==> src/rtl/dpwm_pkg.sv <==
// Shared types and sanitiser/offset helpers for the multiphase DPWM.
// Helpers work on a fixed 32-bit word; callers zero-extend and truncate.
package dpwm_pkg;

  typedef enum logic [1:0] {
    StIdle,
    StCalc,
    StWait
  } dpwm_state_t;

  localparam int unsigned FnWidth = 32;
  typedef logic [FnWidth-1:0] fn_word_t;

  // Periods below 2 cannot produce a usable count sequence.
  function automatic fn_word_t clamp_min2(fn_word_t v);
    return (v < fn_word_t'(2)) ? fn_word_t'(2) : v;
  endfunction

  function automatic fn_word_t clamp_le(fn_word_t v, fn_word_t lim);
    return (v > lim) ? lim : v;
  endfunction

  // (a + b) mod p, valid when a < p and b < p; sum carried one bit wider.
  function automatic fn_word_t wrap_add(fn_word_t a, fn_word_t b, fn_word_t p);
    logic [FnWidth:0] s;
    s = {1'b0, a} + {1'b0, b};
    if (s >= {1'b0, p}) s = s - {1'b0, p};
    return s[FnWidth-1:0];
  endfunction

endpackage

==> src/rtl/dpwm_multiphase_if.sv <==
// Configuration handshake and gate outputs of the multiphase DPWM.
interface dpwm_multiphase_if #(
  parameter int unsigned RESOLUTION = 12,
  parameter int unsigned NUM_PHASES = 4
);
  logic                  enable;
  logic [RESOLUTION-1:0] period;
  logic [RESOLUTION-1:0] duty;
  logic [RESOLUTION-1:0] deadtime_hs;
  logic [RESOLUTION-1:0] deadtime_ls;
  logic [RESOLUTION-1:0] phase_step;
  logic                  cfg_load;
  logic                  cfg_busy;
  logic [NUM_PHASES-1:0] c_hs;
  logic [NUM_PHASES-1:0] c_ls;
  logic                  pwm_clk;

  modport master (
    output enable, period, duty, deadtime_hs, deadtime_ls, phase_step, cfg_load,
    input  cfg_busy, c_hs, c_ls, pwm_clk
  );

  modport slave (
    input  enable, period, duty, deadtime_hs, deadtime_ls, phase_step, cfg_load,
    output cfg_busy, c_hs, c_ls, pwm_clk
  );
endinterface

==> src/rtl/dpwm_phase_channel.sv <==
// One interleaved channel: phase-shifted local count, HS/LS windows, registered gates.
module dpwm_phase_channel #(
  parameter int unsigned RESOLUTION = 12
) (
  input  logic                  clk,
  input  logic                  reset,
  input  logic                  enable,
  input  logic [RESOLUTION-1:0] cnt,
  input  logic [RESOLUTION-1:0] off,
  input  logic [RESOLUTION-1:0] p,
  input  logic [RESOLUTION-1:0] d,
  input  logic [RESOLUTION-1:0] dt_hs,
  input  logic [RESOLUTION-1:0] dt_ls,
  output logic                  hs,
  output logic                  ls
);

  logic [RESOLUTION:0] lc;
  logic [RESOLUTION:0] ls_lo;
  logic                hs_on;
  logic                ls_on;

  // Local count and window decode; LS starts at or after D so HS/LS never overlap.
  always_comb begin
    if (cnt >= off) lc = {1'b0, cnt} - {1'b0, off};
    else            lc = {1'b0, cnt} + {1'b0, p} - {1'b0, off};
    ls_lo = {1'b0, d} + {1'b0, dt_ls};
    hs_on = (lc >= {1'b0, dt_hs}) && (lc < {1'b0, d});
    ls_on = (lc >= ls_lo) && (lc < {1'b0, p});
  end

  // Registered, enable-gated gate drives.
  always_ff @(posedge clk or posedge reset) begin
    if (reset) begin
      hs <= 1'b0;
      ls <= 1'b0;
    end else begin
      hs <= enable && hs_on;
      ls <= enable && ls_on;
    end
  end

endmodule

==> src/rtl/dpwm_multiphase.sv <==
// N-phase interleaved DPWM: master counter, staged config with sequential offset
// computation, and a glitch-free swap of the active set at the terminal count.
module dpwm_multiphase
  import dpwm_pkg::*;
#(
  parameter int unsigned RESOLUTION = 12,
  parameter int unsigned NUM_PHASES = 4
) (
  input logic               hf_clock,
  input logic               reset,
  dpwm_multiphase_if.slave  bus
);

  localparam int unsigned IdxW = $clog2(NUM_PHASES + 1);

  typedef logic [RESOLUTION-1:0] word_t;
  typedef struct packed {
    word_t p;
    word_t d;
    word_t dt_hs;
    word_t dt_ls;
    word_t step;
  } cfg_t;

  function automatic word_t trunc(fn_word_t v);
    return word_t'(v);
  endfunction

  function automatic fn_word_t ext(word_t v);
    return fn_word_t'(v);
  endfunction

  dpwm_state_t           state_q, state_d;
  logic [IdxW-1:0]       idx_q;
  cfg_t                  cfg_in;
  cfg_t                  stg_q;
  cfg_t                  act_q;
  word_t                 stg_off_q [NUM_PHASES];
  word_t                 act_off_q [NUM_PHASES];
  word_t                 cnt_q;
  logic                  pwm_q;
  logic                  ready;
  logic                  accept;
  logic                  terminal;
  logic                  swap;
  logic [NUM_PHASES-1:0] hs;
  logic [NUM_PHASES-1:0] ls;

  assign terminal = (cnt_q == act_q.p - word_t'(1));
  assign ready    = (state_q == StWait);
  assign accept   = bus.cfg_load && (state_q == StIdle);
  assign swap     = ready && terminal;

  // Sanitise raw config inputs; only captured when a load is accepted.
  always_comb begin
    cfg_in.p     = trunc(clamp_min2(ext(bus.period)));
    cfg_in.d     = trunc(clamp_le(ext(bus.duty), ext(cfg_in.p)));
    cfg_in.dt_hs = trunc(clamp_le(ext(bus.deadtime_hs), ext(cfg_in.p)));
    cfg_in.dt_ls = trunc(clamp_le(ext(bus.deadtime_ls), ext(cfg_in.p)));
    cfg_in.step  = trunc(clamp_le(ext(bus.phase_step), ext(cfg_in.p) - fn_word_t'(1)));
  end

  // Handshake FSM next-state: capture, compute offsets, wait for period boundary.
  always_comb begin
    state_d = state_q;
    unique case (state_q)
      StIdle:  if (bus.cfg_load) state_d = (NUM_PHASES > 1) ? StCalc : StWait;
      StCalc:  if (idx_q == IdxW'(NUM_PHASES - 1)) state_d = StWait;
      StWait:  if (terminal) state_d = StIdle;
      default: state_d = StIdle;
    endcase
  end

  // FSM state register.
  always_ff @(posedge hf_clock or posedge reset) begin
    if (reset) state_q <= StIdle;
    else       state_q <= state_d;
  end

  // Staging registers and one-offset-per-cycle sequencer.
  always_ff @(posedge hf_clock or posedge reset) begin
    if (reset) begin
      stg_q <= '0;
      idx_q <= '0;
      for (int k = 0; k < NUM_PHASES; k++) stg_off_q[k] <= '0;
    end else if (accept) begin
      stg_q <= cfg_in;
      idx_q <= IdxW'(1);
      for (int k = 0; k < NUM_PHASES; k++) stg_off_q[k] <= '0;
    end else if (state_q == StCalc) begin
      for (int k = 1; k < NUM_PHASES; k++) begin
        if (idx_q == IdxW'(k)) begin
          stg_off_q[k] <= trunc(wrap_add(ext(stg_off_q[k-1]), ext(stg_q.step), ext(stg_q.p)));
        end
      end
      idx_q <= idx_q + IdxW'(1);
    end
  end

  // Master counter and active set; swap only at terminal count once offsets are ready.
  always_ff @(posedge hf_clock or posedge reset) begin
    if (reset) begin
      cnt_q       <= '0;
      act_q.p     <= word_t'(2);
      act_q.d     <= '0;
      act_q.dt_hs <= '0;
      act_q.dt_ls <= '0;
      act_q.step  <= '0;
      for (int k = 0; k < NUM_PHASES; k++) act_off_q[k] <= '0;
    end else if (swap) begin
      cnt_q     <= '0;
      act_q     <= stg_q;
      act_off_q <= stg_off_q;
    end else begin
      cnt_q <= terminal ? '0 : cnt_q + word_t'(1);
    end
  end

  // Period-start marker, same latency as the gate outputs.
  always_ff @(posedge hf_clock or posedge reset) begin
    if (reset) pwm_q <= 1'b0;
    else       pwm_q <= (cnt_q == '0);
  end

  for (genvar k = 0; k < NUM_PHASES; k++) begin : g_ch
    dpwm_phase_channel #(
      .RESOLUTION (RESOLUTION)
    ) u_ch (
      .clk    (hf_clock),
      .reset  (reset),
      .enable (bus.enable),
      .cnt    (cnt_q),
      .off    (act_off_q[k]),
      .p      (act_q.p),
      .d      (act_q.d),
      .dt_hs  (act_q.dt_hs),
      .dt_ls  (act_q.dt_ls),
      .hs     (hs[k]),
      .ls     (ls[k])
    );
  end

  assign bus.c_hs     = hs;
  assign bus.c_ls     = ls;
  assign bus.pwm_clk  = pwm_q;
  assign bus.cfg_busy = (state_q != StIdle);

endmodule

==> src/flat_wrapper.sv <==
// flat-port wrapper written by rule: the top's interface ports become plain ports
module dpwm_multiphase_flat import dpwm_pkg::*;
#(
  parameter int unsigned RESOLUTION = 12,
  parameter int unsigned NUM_PHASES = 4
)
  (hf_clock, reset, bus_enable, bus_period, bus_duty, bus_deadtime_hs, bus_deadtime_ls, bus_phase_step, bus_cfg_load, bus_cfg_busy, bus_c_hs, bus_c_ls, bus_pwm_clk);
  dpwm_multiphase_if #(.RESOLUTION(RESOLUTION), .NUM_PHASES(NUM_PHASES)) bus_i ();
  input logic hf_clock;
  input logic reset;
  input wire logic [$bits(bus_i.enable)-1:0] bus_enable;
  input wire logic [$bits(bus_i.period)-1:0] bus_period;
  input wire logic [$bits(bus_i.duty)-1:0] bus_duty;
  input wire logic [$bits(bus_i.deadtime_hs)-1:0] bus_deadtime_hs;
  input wire logic [$bits(bus_i.deadtime_ls)-1:0] bus_deadtime_ls;
  input wire logic [$bits(bus_i.phase_step)-1:0] bus_phase_step;
  input wire logic [$bits(bus_i.cfg_load)-1:0] bus_cfg_load;
  output wire logic [$bits(bus_i.cfg_busy)-1:0] bus_cfg_busy;
  output wire logic [$bits(bus_i.c_hs)-1:0] bus_c_hs;
  output wire logic [$bits(bus_i.c_ls)-1:0] bus_c_ls;
  output wire logic [$bits(bus_i.pwm_clk)-1:0] bus_pwm_clk;
  assign bus_i.enable = bus_enable;
  assign bus_i.period = bus_period;
  assign bus_i.duty = bus_duty;
  assign bus_i.deadtime_hs = bus_deadtime_hs;
  assign bus_i.deadtime_ls = bus_deadtime_ls;
  assign bus_i.phase_step = bus_phase_step;
  assign bus_i.cfg_load = bus_cfg_load;
  assign bus_cfg_busy = bus_i.cfg_busy;
  assign bus_c_hs = bus_i.c_hs;
  assign bus_c_ls = bus_i.c_ls;
  assign bus_pwm_clk = bus_i.pwm_clk;
  dpwm_multiphase #(.RESOLUTION(RESOLUTION), .NUM_PHASES(NUM_PHASES)) u_core (.hf_clock(hf_clock), .reset(reset), .bus(bus_i));
endmodule
==> config.mk <==
export PLATFORM = sky130hd
export DESIGN_NAME = dpwm_multiphase_flat
export DESIGN_NICKNAME = d
export VERILOG_FILES = /design/src/rtl/dpwm_pkg.sv /design/src/rtl/dpwm_multiphase_if.sv /design/src/rtl/dpwm_phase_channel.sv /design/src/rtl/dpwm_multiphase.sv /design/src/flat_wrapper.sv
export SDC_FILE = /design/constraint.sdc
export NUM_CORES = 1
export LEC_CHECK = 0
export BUFFER_PORTS_ARGS = -buffer_cell sky130_fd_sc_hd__buf_2
export CAP_MARGIN = 20
export CORE_MARGIN = 2
export CORE_UTILIZATION = 55
export CTS_CLUSTER_DIAMETER = 200
export DETAILED_ROUTE_END_ITERATION = 10
export PLACE_DENSITY = 0.84
export SLEW_MARGIN = 5
export SYNTH_ARGS = -nofsm -noshare
export SYNTH_HDL_FRONTEND = slang
export SYNTH_HIERARCHICAL = 1
export SYNTH_SLANG_ARGS = --single-unit
==> constraint.sdc <==
create_clock -name hf_clock -period 15.8 [get_ports hf_clock]
set_input_delay 0.79 -clock hf_clock [delete_from_list [all_inputs] [get_ports hf_clock]]
set_output_delay 0.79 -clock hf_clock [all_outputs]
set_load 0.02 [all_outputs]
==> results.toml, run 1 <==
[finish]
final_cells = 3702
diodes = 0
fill_cells = 4015
final_util_pct = 59.6
layout.nets = 3637
drive_gt1_share_pct = 7.27
syn_to_final_growth_pct = 7.53
multi_input_area_sq_mm = 0.0188
ff_latch_area_sq_mm = 0.00516

[synth]
synth_top_cell_by_area = "ha_1"
synth.top_cell.area_share_pct = 21.3
netlist_top_cells_area = "ha_1 (21%), dfrtp_1 (20%), inv_1 (6.0%)"
synth_seq_cells = 206
muxShareOfSynthArea_pct = 6.35
synth_ff_type = "dfrtp_1"
synth_top_cells_by_count = "ha_1 (436), inv_1 (410), dfrtp_1 (205)"
synth_cells = 2996
syn_area_sq_mm = 0.0257
synth-compound-area-share_pct = 21.1
synth_edf_count = 0
synth_area_per_cell_sq_um = 8.56
async_flop_share_pct = 100
synth_adder_area_share_pct = 26.2
yosysWarnings = 6
yosysMostFrequentCell = "ha_1"
seq_area_frac_synth_pct = 20.1
synthSimpleGateAreaFrac_pct = 13.2
ys_types = 100
synth-xor-area-share_pct = 5.87
synth_top_family_by_area = "adder cells"

[cts]
clockBufferDepth = 3
cts_resized = 0
cts_num_sinks = 206
cts_hold_buf = 0
cts_htree_levels = 1
cts_buffers = 25
clk_pin_slew_ns = 0.07
cts_setup_buffers = 0
clk-insertion-delay-late_ns = 0.55
cts.root.buffer_cell = "clkbuf_16"
cts_tree = "built"

[critical_path]
worstSetupPathType = "reg2reg"
cp_slowest_stage_delay_ns = 0.89
cp.arrival_ns = 5.74
reg2reg_slack_ns = 10.52
timing.rr.start = "u_core/cnt_q[1]$_DFF_PP0_"
cp_max_fo = 17
setup.worst_path.end_class = "register"
cp.required_ns = 16.26
crit_top_cell = "a21o_1"
crit_slowest_cell = "dfrtp_1"
reg2reg_depth = 19
worstPathCellList = "inv_1 > fa_1 > inv_1 > fa_1 > a211oi_2 > o21bai_1 > a21oi_1 > xnor2_1 > nand2_1 > o21ai_0 > ha_1 > a21o_1 > a21o_1 > a21o_1 > a211oi_1 > o2111ai_1 > a41oi_1 > mux2i_1 > nor4_1"
start_kind = "register"
r2r-end = "u_core/g_ch[0].u_ch/hs$_DFF_PP0_"

[routing]
wl_per_cell_microns = 20.1
routed_wl_microns = 74400
ant_nets = 0
drt-initial-drc-count = 1998
drc = 0
drtPass1Iterations = 6
detail_route.vias_per_cell = 6.17
vias = 22900

[die]
num_rows = 79
core_sq_mm = 0.0463
die_x_microns = 220
dieArea_sq_mm = 0.0484
fp.dieH_microns = 220
io_pins = 74
start_util_pct = 55.5

[place]
gp_congestion = 0.982
hpwl_microns = 57700
placedCellCount = 3655
port_buffers = 73

[grt]
grt_max_degree = 128
grt_use_total_pct = 30.7
grt_pass1_vias = 22200
grt_pass1_wl_microns = 117000
gr-total-overflow = 0
grt_antenna_before_repair = 2

[run]
max-cap-violations = 0

[sta]
setup_viol = 0
fmax_mhz = 189
tns_ns = 0
max_slew.worst_pin.slew_ns = 1.01
fin_crit_ns = 5.28
hold_violations = 0
maxSlewViolCount = 0
grt_setup_unrepaired = "false"
finalClockSkew_ns = 0.0161
post-route-period-util_pct = 33.4
maxSlewHeadroom_pct = 32.1

[power]
p_leak_nw = 13.4
vdd_ir_drop_max_uv = 139
p_per_area_mw_per_mm2 = 118

[outcome]
status = "completed"

[min_path]
hold_class = "in2async"
[report_power, final]
part,total [mW],internal [mW],switching (mW)
clock network,0.596,0.339,0.257
registers,0.762,0.638,0.124
logic,1.89,0.786,1.11
total,3.25,1.76,1.49
[flip-flops by register name, summed over array words and instances (netlist names)]
register	flops
u_core/g_ch.u_ch/hs	4
u_core/act_q	48
u_core/state_q	2
u_core/stg_off_q	36
u_core/stg_q	60
u_core/act_off_q	36
u_core/idx_q	3
u_core/g_ch.u_ch/ls	4
u_core/bus.pwm_clk	1
u_core/cnt_q	12
[critical path: cells and delay by family (launching register included)]
kind | cells | cell delay, ns
AOI/OAI and AO/OA | 10 | 2.11
xor gates and xnor gates | 1 | 0.13
adders and majority gates | 3 | 1.41
buffers and inverters | 2 | 0.25
DFF | 1 | 0.89
muxes | 1 | 0.10
and+or+nand+nor | 2 | 0.27
[how the worst max path moves through the flow]
stage / startpoint / to
after CTS: u_core/cnt_q[1]$_DFF_PP0_ / u_core/g_ch[0].u_ch/hs$_DFF_PP0_
after floorplan: reset / u_core/act_off_q[0]$_DFFE_PP0P_
after detailed placement: bus_period[8] / u_core/stg_q[9]$_DFFE_PP0P_
final: u_core/cnt_q[1]$_DFF_PP0_ / u_core/g_ch[0].u_ch/hs$_DFF_PP0_
after global placement: bus_period[8] / u_core/stg_q[9]$_DFFE_PP0P_
after global routing: u_core/cnt_q[1]$_DFF_PP0_ / u_core/g_ch[2].u_ch/hs$_DFF_PP0_
[per-stage QoR]
step                area, sq um  hold WS [ns]  power, mW  setup WS [ns]
floorplan                 25700         0.444       2.15           9.61
global placement          26700         0.458       2.55          10.63
detailed placement        26700         0.465       2.60          10.50
CTS                       27600         0.204       3.21          10.52
global route              27600         0.229       3.48          10.17
finish                    27600         0.232       3.25          10.52
[metal layers]
metal | part of all wire, % | vias to the layer above | routed length [microns] | track usage [%]
met1 | 41 | 10800 | 30800 | 39.7
met4 | 4.9 | 2 | 3660 | 14.8
met3 | 8.6 | 240 | 6420 | 5.38
met5 | 0.011 | - | 8 | 0
met2 | 45 | 1010 | 33500 | 49.7
li1 | - | 10800 | - | -
[kinds of logic (layout without fill, tap and decap cells)]
| kind of cell | count (synthesis) | in the layout |
|---|---|---|
| multiplexers | 151 | 151 |
| adder cells (fa/ha/maj) | 502 | 502 |
| other | 1 | 24 |
| buffers and inverters | 472 | 548 |
| XOR/XNOR | 172 | 172 |
| AO/OA/AOI/OAI | 802 | 802 |
| flip-flops | 206 | 206 |
| AND/OR/NAND/NOR | 690 | 690 |
[final cells by class]
cell class	count	area share [%]
clock buffers	28	2.38
inverters	411	5.62
repair buffers	91	1.81
well taps	607	2.75
multi-input cells	2341	68.1
flip-flops and latches	206	18.7
clock inverters	18	0.680
[layout by cell type, fill, tap and decap left out, types with 61 or more instances in the layout]
master,instances
ha_1,436
buf_2,73
nand2_1,179
dfrtp_1,205
a21o_1,102
fa_1,61
xnor2_1,105
nor2_1,139
inv_1,409
xor2_1,67
nand3_1,98
a21oi_1,199
mux2_1,73
o21ai_0,173
(Power assumes the default switching activity.)
==> run 2, diff against run 1 <==
--- a/config.mk
+++ b/config.mk
@@ -5,6 +5,7 @@
 export SDC_FILE = /design/constraint.sdc
 export NUM_CORES = 1
 export LEC_CHECK = 0
+export ABC_AREA = 1
 export BUFFER_PORTS_ARGS = -buffer_cell sky130_fd_sc_hd__buf_2
 export CAP_MARGIN = 20
 export CORE_MARGIN = 2
==> constraint.sdc (replaced) <==
create_clock -name hf_clock -period 5.2 [get_ports hf_clock]
set_input_delay 0.26 -clock hf_clock [delete_from_list [all_inputs] [get_ports hf_clock]]
set_output_delay 0.26 -clock hf_clock [all_outputs]
set_load 0.02 [all_outputs]
==> results.toml, run 2 <==
[outcome]
status = "completed"

[cts]
cts_hold_buf = 28
clk-insertion-delay-late_ns = 0.58
clockBufferDepth = 3
clk_pin_slew_ns = 0.06
cts_num_sinks = 206
cts_setup_buffers = 0
cts_buffers = 25
cts_htree_levels = 1
cts.root.buffer_cell = "clkbuf_16"
cts_tree = "built"
cts_resized = 0

[grt]
grt_pass1_wl_microns = 132000
grt_use_total_pct = 31.2
grt_pass1_vias = 25900
grt_max_degree = 154
grt_antenna_before_repair = 0
gr-total-overflow = 0

[routing]
detail_route.vias_per_cell = 5.61
routed_wl_microns = 82600
vias = 27600
drt-initial-drc-count = 2644
wl_per_cell_microns = 16.8
ant_nets = 0
drtPass1Iterations = 6
drc = 0

[synth]
synth_top_cell_by_area = "ha_1"
ys_types = 58
synth_seq_cells = 206
syn_area_sq_mm = 0.0276
synth.top_cell.area_share_pct = 19.7
synth_top_cells_by_count = "nand2_1 (1,152), inv_1 (687), ha_1 (436)"
seq_area_frac_synth_pct = 18.7
synth_area_per_cell_sq_um = 6.69
synth_edf_count = 0
yosysMostFrequentCell = "nand2_1"
async_flop_share_pct = 100
yosysWarnings = 6
synth_ff_type = "dfrtp_1"
synth_cells = 4128
netlist_top_cells_area = "ha_1 (20%), dfrtp_1 (19%), nand2_1 (16%)"

[finish]
largest_reg_flops = 60
layout_common_cells = "nand2_1 (1,151), inv_1 (686), ha_1 (436), nor2_1 (280), a21oi_1 (264)"
drive_gt1_share_pct = 5.56
final_common_cell = "nand2_1"
top_register = "u_core/stg_q"
layout.nets = 4785
reg_top3 = "u_core/stg_q x60, u_core/act_q x48"
syn_to_final_growth_pct = 7.93
diodes = 0
fin_area_sq_mm = 0.0298

[sta]
fmax_mhz = 222
maxSlewViolCount = 0
setup_viol = 0
hold_violations = 0
grt_setup_unrepaired = "false"
hold_slack_ns = 0.0133
post-route-period-util_pct = 86.7
finalClockSkew_ns = 0.0523
fin_crit_ns = 4.51
tns_ns = 0
maxSlewHeadroom_pct = 38.6
layout_setup_ws_ns = 0.690
max_slew.worst_pin.slew_ns = 0.911

[critical_path]
worstSetupPathType = "reg2reg"
cp_slowest_stage_delay_ns = 0.67
crit_top_cell = "nand2_1"
setup.worst_path.end_class = "register"
start_kind = "register"
cp_max_fo = 12
cp_num_buf_inv = 4
critPathTopFamily = "adder cells"
crit_slowest_cell = "dfrtp_1"
worstPathCellList = "buf_4 > inv_1 > fa_1 > inv_1 > fa_1 > a31oi_1 > xor2_1 > o21ai_0 > ha_1 > nand2_1 > inv_1 > o21ai_0 > nand2_1 > o21ai_0 > nand3_1 > nand2_1 > nand2_1 > nand2_1 > nand2_1 > nand3_1 > nand2_1 > nand2_1 > a21oi_2"
cp.arrival_ns = 4.98
cp.required_ns = 5.67

[die]
die_x_microns = 228
start_util_pct = 55.4
num_rows = 82
dieArea_sq_mm = 0.0520
core_sq_mm = 0.0499
io_pins = 74
fp.dieH_microns = 228

[min_path]
hold_class = "in2reg"

[place]
post_dp_cell_area_sq_mm = 0.0287
dp_slack_ns = 0.813
hpwl_microns = 64600
gp_congestion = 1.02
port_buffers = 73

[run]
max-cap-violations = 0

[power]
swShare_pct = 27.7
p_per_area_mw_per_mm2 = 128
p_int_mw = 2.77
vdd_ir_drop_max_uv = 199
p_leak_nw = 16.4
seq_power_share_pct = 41.9
comb_power_share_pct = 12.3
pwr-share-clk_pct = 45.8
p_switching_mw = 1.06
-- run 2: changes by cell type after synthesis, sizes merged, moves of 51 or more --
cell   change
a21o      -94
a21oi     +70
inv      +295
mux2      -92
mux2i     -55
nand2    +994
nand3    +146
nand4     +90
nor2     +153
xnor2     -51
-- run 2: per-layer routing --
metal / up-vias / global-route usage, % / wire, microns / part of all wire [%]
li1: 13500 / - / - / -
met1: 12500 / 41.2 / 34600 / 42
met2: 1225 / 50.8 / 36900 / 45
met3: 278 / 3.64 / 6870 / 8.3
met4: 0 / 15.3 / 4250 / 5.2
met5: - / 0 / 0 / 0
-- run 2: worst register-to-register path, stage by stage, from the launching register on --
cell and delay (ns):
dfrtp_1 0.67, buf_4 0.26, inv_1 0.07, fa_1 0.54, inv_1 0.07, fa_1 0.52
a31oi_1 0.28, xor2_1 0.10, o21ai_0 0.57, ha_1 0.36, nand2_1 0.09, inv_1 0.06
o21ai_0 0.08, nand2_1 0.07, o21ai_0 0.14, nand3_1 0.09, nand2_1 0.07, nand2_1 0.06
nand2_1 0.07, nand2_1 0.05, nand3_1 0.06, nand2_1 0.05, nand2_1 0.07, a21oi_2 0.03
-- run 2: final cells by class --
type                       count  area [sq um]
fill                        4612         20100
inverter                     707          2670
clock buffer                  30           674
tap                          672           841
sequential                   206          5160
timing repair buffer         122           816
multi-input combinational   3162         19500
clock inverter                15           149
-- run 2: path summary, 6_finish.rpt --
| check | from | endpoint | slack, ns | cells past startpoint |
|---|---|---|---|---|
| setup / recovery | u_core/cnt_q[1]$_DFF_PP0_ | u_core/g_ch[1].u_ch/ls$_DFF_PP0_ | 0.69 | 23 |
| setup reg to reg | u_core/cnt_q[1]$_DFF_PP0_ | u_core/g_ch[1].u_ch/ls$_DFF_PP0_ | 0.69 | 23 |
| hold reg to reg | u_core/stg_q[13]$_DFFE_PP0P_ | u_core/stg_q[13]$_DFFE_PP0P_ | 0.48 | 2 |
| hold / removal | bus_deadtime_hs[3] | u_core/stg_q[27]$_DFFE_PP0P_ | 0.01 | 3 |
| min in group asynchronous | reset | u_core/g_ch[3].u_ch/hs$_DFF_PP0_ | 0.19 | 3 |
| max in group asynchronous | reset | u_core/idx_q[1]$_DFFE_PP0P_ | 3.95 | 4 |
-- run 2: through the flow --
step	utilization, %	power [mW]	std cells
2_1_floorplan	-	1.94	4151
3_3_place_gp	57.6	2.06	4841
3_5_place_dp	57.6	2.07	4841
4_1_cts	59.8	3.83	4914
5_1_grt	59.8	3.97	4914
6_report	59.8	3.83	4914
-- run 2: kinds of logic after synthesis --
kind of cell,share of synthesized area (%)
other cells,0.0136
mux,0.145
simple gates,29.5
compound gates,11.8
buf+inv,11.1
fa+ha+maj,24.2
flops,18.7
xor+xnor,4.57
-- run 2: power groups by stage --
stage                     Clock (mW)  Combinational [mW]  Sequential [mW]
after detailed placement           0               0.436             1.63
after CTS                       1.77               0.454             1.60
after floorplan                    0               0.306             1.63
final                           1.75               0.469             1.60
after global placement             0               0.423             1.63
after global routing            1.84               0.532             1.60
